`config.mk`:
```
export PLATFORM = sky130hd
export DESIGN_NAME = syn_fifo
export DESIGN_NICKNAME = d
export VERILOG_FILES = /design/src/rtl/syn_fifo.sv
export SDC_FILE = /design/constraint.sdc
export NUM_CORES = 1
export LEC_CHECK = 0
export ABC_CLOCK_PERIOD_IN_PS = 18100
export CORE_UTILIZATION = 31
export CTS_CLUSTER_DIAMETER = 120
export DETAILED_ROUTE_END_ITERATION = 8
export PLACE_DENSITY = 0.48
export SLEW_MARGIN = 20
export SYNTH_ARGS = -nofsm -noshare
export SYNTH_HDL_FRONTEND = slang
export SYNTH_SLANG_ARGS = --single-unit
export TNS_END_PERCENT = 30
```
`constraint.sdc`:
```
create_clock -name clk -period 18.1 [get_ports clk]
set_clock_uncertainty 0.1 [all_clocks]
set_input_delay 3.62 -clock clk [delete_from_list [all_inputs] [get_ports clk]]
set_output_delay 3.62 -clock clk [all_outputs]
set_load 0.01 [all_outputs]
```
`src/rtl/syn_fifo.sv`:
```
// rtl/syn_fifo.sv - single-clock FIFO with registered read data and occupancy count
// Pointers carry an extra wrap bit so full and empty are distinguishable without a separate counter.
module syn_fifo #(
  parameter int FIFO_WIDTH = 128,
  parameter int FIFO_DEPTH = 8,
  parameter int FIFO_ADDR  = 3
) (
  input  logic                  clk,
  input  logic                  rst,
  input  logic                  wr_en,
  input  logic                  rd_en,
  input  logic [FIFO_WIDTH-1:0] data_in,
  output logic [FIFO_WIDTH-1:0] data_out,
  output logic                  empty,
  output logic                  full,
  output logic [FIFO_ADDR:0]    count
);

  localparam logic [FIFO_ADDR:0] PTR_ONE = {{FIFO_ADDR{1'b0}}, 1'b1};

  logic [FIFO_WIDTH-1:0] mem_q [FIFO_DEPTH];
  logic [FIFO_ADDR:0]    wr_ptr_q, wr_ptr_d;
  logic [FIFO_ADDR:0]    rd_ptr_q, rd_ptr_d;
  logic [FIFO_WIDTH-1:0] data_out_q, data_out_d;
  logic                  wr_accept;
  logic                  rd_accept;

  // Flags depend only on registered pointers, never on the request inputs.
  always_comb begin
    empty = (wr_ptr_q == rd_ptr_q);
    full  = (wr_ptr_q[FIFO_ADDR] != rd_ptr_q[FIFO_ADDR]) &&
            (wr_ptr_q[FIFO_ADDR-1:0] == rd_ptr_q[FIFO_ADDR-1:0]);
    count = wr_ptr_q - rd_ptr_q;
  end

  always_comb begin
    wr_accept  = wr_en && !full;
    rd_accept  = rd_en && !empty;
    wr_ptr_d   = wr_ptr_q;
    rd_ptr_d   = rd_ptr_q;
    data_out_d = data_out_q;
    if (wr_accept) begin
      wr_ptr_d = wr_ptr_q + PTR_ONE;
    end
    if (rd_accept) begin
      rd_ptr_d   = rd_ptr_q + PTR_ONE;
      data_out_d = mem_q[rd_ptr_q[FIFO_ADDR-1:0]];
    end
  end

  always_ff @(posedge clk) begin
    if (rst) begin
      wr_ptr_q   <= '0;
      rd_ptr_q   <= '0;
      data_out_q <= '0;
    end else begin
      wr_ptr_q   <= wr_ptr_d;
      rd_ptr_q   <= rd_ptr_d;
      data_out_q <= data_out_d;
    end
  end

  // Storage is deliberately left out of reset.
  always_ff @(posedge clk) begin
    if (!rst && wr_accept) begin
      mem_q[wr_ptr_q[FIFO_ADDR-1:0]] <= data_in;
    end
  end

  assign data_out = data_out_q;

endmodule

```
==> impl_results.md, run 1 <==
- Status: completed
- CP Launch Type: flop
- Final hold violation count: 0
- Final Cycle Share: 0.361
- Max-cap violations: 0
- Worst endpoint data arrival time: 2.82 ns
- Global route overflow: 0
- Leakage: 15.6 nW
- Max-slew violation count: 0
- Die ar.: 0.140 mm2
- Post-detail-place hpwl: 53.1 mm
- Share of layout cells above drive strength 1: 0.200
- Maximum root-to-sink buffer count: 3
- Multi-input combinational cell area: 0.00890 mm2
- DRT Pass-1 Iters: 5
- Unrepaired setup endpoints after global routing: no
- Post-synth EDFFs: 1024
- Critical path's largest stage delay: 0.64 ns
- Post-CTS setup buffer count: 0
- Met2 usage: 0.258
- Area growth, synth to finish: 20.2%
- Synth cell types: 28
- Die Height: 374 um
- Hold_buf cts: 0
- Largest net degree at the start of global routing: 129
- Dpl cells: 3943
- Seq/Total Area, Yosys: 0.779
- #FFs+latches synth: 1160
- Final antenna-violating net count: 0
- Initial DRC Count: 1190
- Synthesis warning total: 0
- Grt met3 use: 0.0318
- Placer Congestion: 0.694
- First-pass GRT wire length: 147 mm
- Asr flop ratio synth: 0
- Final setup fails: 0
- Worst Path Buf+Inv: 2
- Initial core utilization: 0.312
- Worst-Skew Late Latency: 0.71 ns
- Worst Max-Slew Pin Slew: 1.12 ns
- Most frequent cells in the layout: 1024 x edfxtp_1, 264 x clkdlybuf4s50_1, 256 x mux4_2, 135 x nor2_1, 133 x dfxtp_1
- Maximum VDD drop: 0.0000725 V
- DRC violations left: 0
- GR peak layer: met2
- Ys flop type: edfxtp_1
- Final std cells w/o fill: 4176
- Via count: 19900
- Post-synthesis cell area: 0.0430 mm2
- Crit-path max FO: 23
- Vias in the first global route: 21500
- Commonest non-fill, non-tap cell in the layout: edfxtp_1
- Pwr dens: 118 mW/mm2
- Delay-heaviest family, CP: flip-flops
- Slew margin rel.: 0.256
- Mapped Cells: 1978
- Initial antenna violation count: 26
- Nets@finish: 2412
- Post_cts resized: 0
- Avg Cell Area, Syn: 21.7 um2
- Synthesized Nets: 2116
- Met1 usage in global routing: 0.171
- Sequential cell area: 0.0335 mm2
- IO buf count: 265
- Total detailed-routing wirelength: 100 mm
- Clk sinks: 1160
- Drt via density: 4.76
- I/O pin cnt: 266
- Setup TNS: 0 ns
- # rows: 136
- Worst Hold Class: reg2reg
- CP Capture Type: output pin
- Chip width: 374 um
- Gr usage total: 0.144
- DR WL/cell: 24.0 um
- CTS buffer count: 121
- H-tree depth: 3
- Tmin final: 6.54 ns
- Core area: 0.137 mm2
- Critical setup path kind: reg2out
- CTS Root Cell: clkbuf_16
- Peak Freq: 0.153 GHz
- Slowest-stage cell, CP: dfxtp_4
- Critical Path RT: 14.38 ns
- CP Cell Sequence: inv_1 -> ha_1 -> a21o_1 -> a21oi_1 -> xnor2_1 -> clkdlybuf4s50_1
- Reg clk slew, reported paths: 0.06 ns
- CTS tree: yes
- Fill count: 12400
## cells in the mapped netlist (3+ instances only)
| master | count | area [um2] |
|---|---|---|
| edfxtp_1 | 1024 | 30700 |
| mux4_2 | 256 | 5770 |
| nor2_1 | 139 | 522 |
| dfxtp_1 | 136 | 2720 |
| mux2i_1 | 129 | 1290 |
| a211oi_1 | 128 | 961 |
| buf_2 | 46 | 230 |
| clkbuf_1 | 40 | 150 |
| buf_4 | 31 | 233 |
| inv_1 | 7 | 26.3 |
| a21oi_1 | 5 | 25.0 |
| ha_1 | 5 | 62.6 |
| nand2_1 | 4 | 15.0 |
| xnor2_1 | 4 | 35.0 |
| o211ai_1 | 3 | 22.5 |
| xor2_1 | 3 | 26.3 |
## per-stage QoR
step	setup slack [ns]	util	hold slack (ns)	power, mW	instance area, um2
3_3_place_gp	11.59	0.346	0.389	3.72	47600
5_1_grt	11.34	0.375	0.420	6.33	51600
2_1_floorplan	1.00	-	0.367	3.44	43000
6_report	11.56	0.376	0.397	6.10	51600
3_5_place_dp	11.56	0.346	0.390	3.73	47600
4_1_cts	11.41	0.375	0.399	6.19	51600
## final cells by class
cell class	instances	share of cell area
Timing Repair Buffer	291	0.0584
Antenna cell	7	0.000339
Inverter	7	0.000509
Clock buffer	168	0.0661
Sequential cell	1160	0.648
Tap cell	1794	0.0435
Clock inverter	56	0.0103
Multi-Input combinational cell	693	0.172
## layer usage
layer	vias to the layer above	wire length, um
li1	8829	-
met1	10500	40600
met2	354	52300
met3	155	5010
met4	24	2130
met5	-	140
## report_power, final
| part | switching (mW) | leakage, nW | internal (mW) | total, mW |
|---|---|---|---|---|
| Combinational | 0.318 | 3.25 | 0.288 | 0.606 |
| Sequential | 0.0531 | 10.4 | 3.00 | 3.05 |
| Clock | 0.995 | 1.95 | 1.45 | 2.44 |
## worst register-to-register path, stage by stage, from the launching register on
cell      delay [ns]
dfxtp_4         0.54
buf_4           0.89
buf_4           0.52
buf_4           0.72
mux4_2          0.47
mux2i_1         0.41
a211oi_1        0.14
## worst paths after layout
kind | slack, ns | depth (start not counted) | from | endpoint
hold / removal | 0.40 | 2 | data_out[14] | data_out[14]
hold reg to reg | 0.40 | 2 | data_out[14] | data_out[14]
setup / recovery | 11.56 | 6 | rd_ptr_q[1] | count[3]
setup reg to reg | 14.10 | 6 | rd_ptr_q[2] | data_out[117]
## kinds of logic (layout without fill, tap and decap cells)
family                   Yosys count  in the layout  synth area share
XOR/XNOR                           7              7           0.00143
multiplexers                     385            385             0.164
AO/OA/AOI/OAI                    141            141            0.0242
flip-flops                      1160           1160             0.779
AND/OR/NAND/NOR                  154            154            0.0140
other                              0              7                 0
buffers and inverters            125            522            0.0151
adder cells (fa/ha/maj)            6              6           0.00192
## sequential cells by signal, summed over array words and instances (netlist names)
signal    cells
data_out    128
mem_q      1024
wr_ptr_q      4
rd_ptr_q      4
No activity file was read; power rests on OpenSTA's default activity.
==> run 2, diff against run 1 <==
Settings changed: ABC_CLOCK_PERIOD_IN_PS 18100 to 6000.
Clock period 18.1 ns to 6 ns, I/O delays scaled along.
==> run 2 against run 1 <==
Net effect:
- clock-buffer cell count rose by 17
- critical path depth did not move
- final cell count rose by 0.55%
- global-route usage rose by 0.34 points
- worst hold slack got worse by 0.0022 ns
- setup slack got worse by 9.9 ns
- routed wire length rose by 1.8%
- register-to-register slack got worse by 12 ns
- via count rose by 1.5%
- clock power rose to 3.1 times the previous value
- critical endpoint unchanged
==> impl_results.md, run 2 (synthesis results as in run 1) <==
- Status: completed
- Final antenna-violating net count: 0 (unchanged)
- Multi-input combinational cell area: 0.00897 mm2 (+0.74%)
- HP Start: data_out[51]
- Number of cells on the critical path: 6 (unchanged)
- Gr usage total: 0.147 (+0.00338)
- GR peak layer: met2
- Final WS setup: 1.65 ns (-9.92 ns)
- Leakage: 15.7 nW (+1.1%)
- IO buf count: 265 (unchanged)
- Most frequent cells in the layout: 1024 x edfxtp_1, 264 x clkdlybuf4s50_1, 256 x mux4_2, 135 x nor2_1, 134 x clkbuf_16
- Critical Path RT: 4.70 ns (-9.68 ns)
- Maximum VDD drop: 0.000261 V (+260%)
- Final setup fails: 0 (unchanged)
- Pwr dens: 359 mW/mm2 (+200%)
- Met1 usage in global routing: 0.185 (+0.0139)
- CP Launch Type: flop
- Met2 usage: 0.248 (-0.0104)
- Delay-heaviest family, CP: flip-flops
- Die Height: 374 um (unchanged)
- Worst setup path startpoint: rd_ptr_q[1]
- Unrepaired setup endpoints after global routing: no
- DRT Pass-1 Iters: 5 (unchanged)
- Hold_buf cts: 0 (unchanged)
- Grt met3 use: 0.0396 (+0.00782)
- Tmin final: 4.35 ns
- I/O pin cnt: 266 (unchanged)
- Share of layout cells above drive strength 1: 0.206 (+0.00650)
- Worst Hold Class: reg2reg
- CP Capture Type: output pin
- Worst Max-Slew Pin Slew: 1.20 ns (+0.0795 ns)
- Hold depth: 2 (unchanged)
- Commonest non-fill, non-tap cell in the layout: edfxtp_1
- DRC violations left: 0 (unchanged)
- Core area: 0.137 mm2 (unchanged)
- Critical path's largest stage delay: 0.78 ns (+0.14 ns)
- Reg2reg path depth: 6 (unchanged)
- Placer Congestion: 0.692 (-0.26%)
- Worst Path Buf+Inv: 2 (unchanged)
- Global route overflow: 0 (unchanged)
- Reg clk slew, reported paths: 0.06 ns (about the same)
- Reg2reg setup slack: 2.31 ns (-11.79 ns)
- Post-detail-place hpwl: 56.0 mm (+5.6%)
- Pre-CTS setup slack: 1.99 ns (-9.57 ns)
- Final Cycle Share: 0.726
- Fill count: 12400 (+0.24%)
- Total detailed-routing wirelength: 102 mm (+1.8%)
- Crit-path max FO: 30 (+30%)
- Critical setup path kind: reg2out
- Slew margin rel.: 0.203 (-0.0530)
- Slowest-stage cell, CP: dfxtp_4
- CP Cell Sequence: inv_1 -> ha_1 -> a21o_1 -> a21oi_1 -> xnor2_1 -> clkdlybuf4s50_1
- Post_cts resized: 0 (unchanged)
- Drt via density: 4.80 (+0.92%)
- CTS tree: yes
- Vias in the first global route: 21700 (+0.99%)
- Maximum root-to-sink buffer count: 3 (unchanged)
- Initial antenna violation count: 25 (-3.8%)
- Sequential cell area: 0.0335 mm2 (unchanged)
- DR WL/cell: 24.3 um (+1.2%)
- Via count: 20200 (+1.5%)
- Worst R2R Start: rd_ptr_q[2]
- Clk sinks: 1160 (unchanged)
- Peak Freq: 0.230 GHz
- Area growth, synth to finish: 21.2%
- CTS Root Cell: clkbuf_16
- Power Total: 18.7 mW (+210%)
- CTS buffer count: 130 (+7.4%)
- Worst-Skew Late Latency: 0.74 ns (+0.03 ns)
- # rows: 136 (unchanged)
- Chip width: 374 um (unchanged)
- Fin Hold WS: 0.394 ns (-0.00224 ns)
- Final hold violation count: 0 (unchanged)
- H-tree depth: 4 (+1)
- Max reg flops: 1024 (unchanged)
- Die ar.: 0.140 mm2 (unchanged)
- Largest net degree at the start of global routing: 147 (+14%)
- Initial DRC Count: 1195 (+0.42%)
- Post-CTS setup buffer count: 0 (unchanged)
- Max-cap violations: 0 (unchanged)
- Worst endpoint data arrival time: 3.05 ns (+0.23 ns)
- Initial core utilization: 0.312 (unchanged)
- Nets@finish: 2435 (+0.95%)
- Max-slew violation count: 0 (unchanged)
- First-pass GRT wire length: 151 mm (+2.4%)
==> run 2: cell types whose count changed in the layout (fill, tap and decap cells not counted), sizes merged, moves of 4 or more <==
cell    delta
clkbuf    +17
inv        +6
diode      -4
buf       +14
clkinv     -9
bufinv     -4
==> run 2: cell type report <==
cell class                      count  area share
Antenna cell                        3    0.000144
Clock buffer                      185      0.0700
Clock inverter                     52     0.00927
Inverter                            7    0.000505
Multi-Input combinational cell    693       0.172
Sequential cell                  1160       0.643
Tap cell                         1794      0.0431
Timing Repair Buffer              305      0.0618
==> run 2: final timing paths <==
| path | end |
|---|---|
| setup / recovery | count[3] |
| hold / removal | data_out[51] |
| setup reg to reg | mem_q[5][23] |
| hold reg to reg | data_out[51] |
==> run 2: tightest hold or removal path, cell delays in order, from the launching register on <==
cell and delay, ns:
dfxtp_1 0.31, nor2_1 0.09, a211oi_1 0.05
==> run 2: routing by layer <==
layer,part of all wire,up-vias
li1,-,8869
met1,0.43,10700
met2,0.50,377
met3,0.051,161
met4,0.020,36
met5,0.0021,-
==> run 2: stage by stage <==
stage | instance area, um2 | util | cells | TNS, ns
after floorplan | 43100 | - | 1978 | -1057.25
after global placement | 47900 | 0.349 | 3959 | 0
after detailed placement | 47900 | 0.349 | 3959 | 0
after CTS | 52100 | 0.379 | 4196 | 0
after global routing | 52100 | 0.379 | 4198 | 0
final | 52100 | 0.379 | 4199 | 0
==> run 2: power breakdown <==
part | internal [mW] | switching [mW] | leakage [nW]
clock | 4.50 | 3.13 | 2.00
sequential | 9.04 | 0.181 | 10.4
combinational | 0.872 | 0.945 | 3.37
total | 14.4 | 4.26 | 15.7
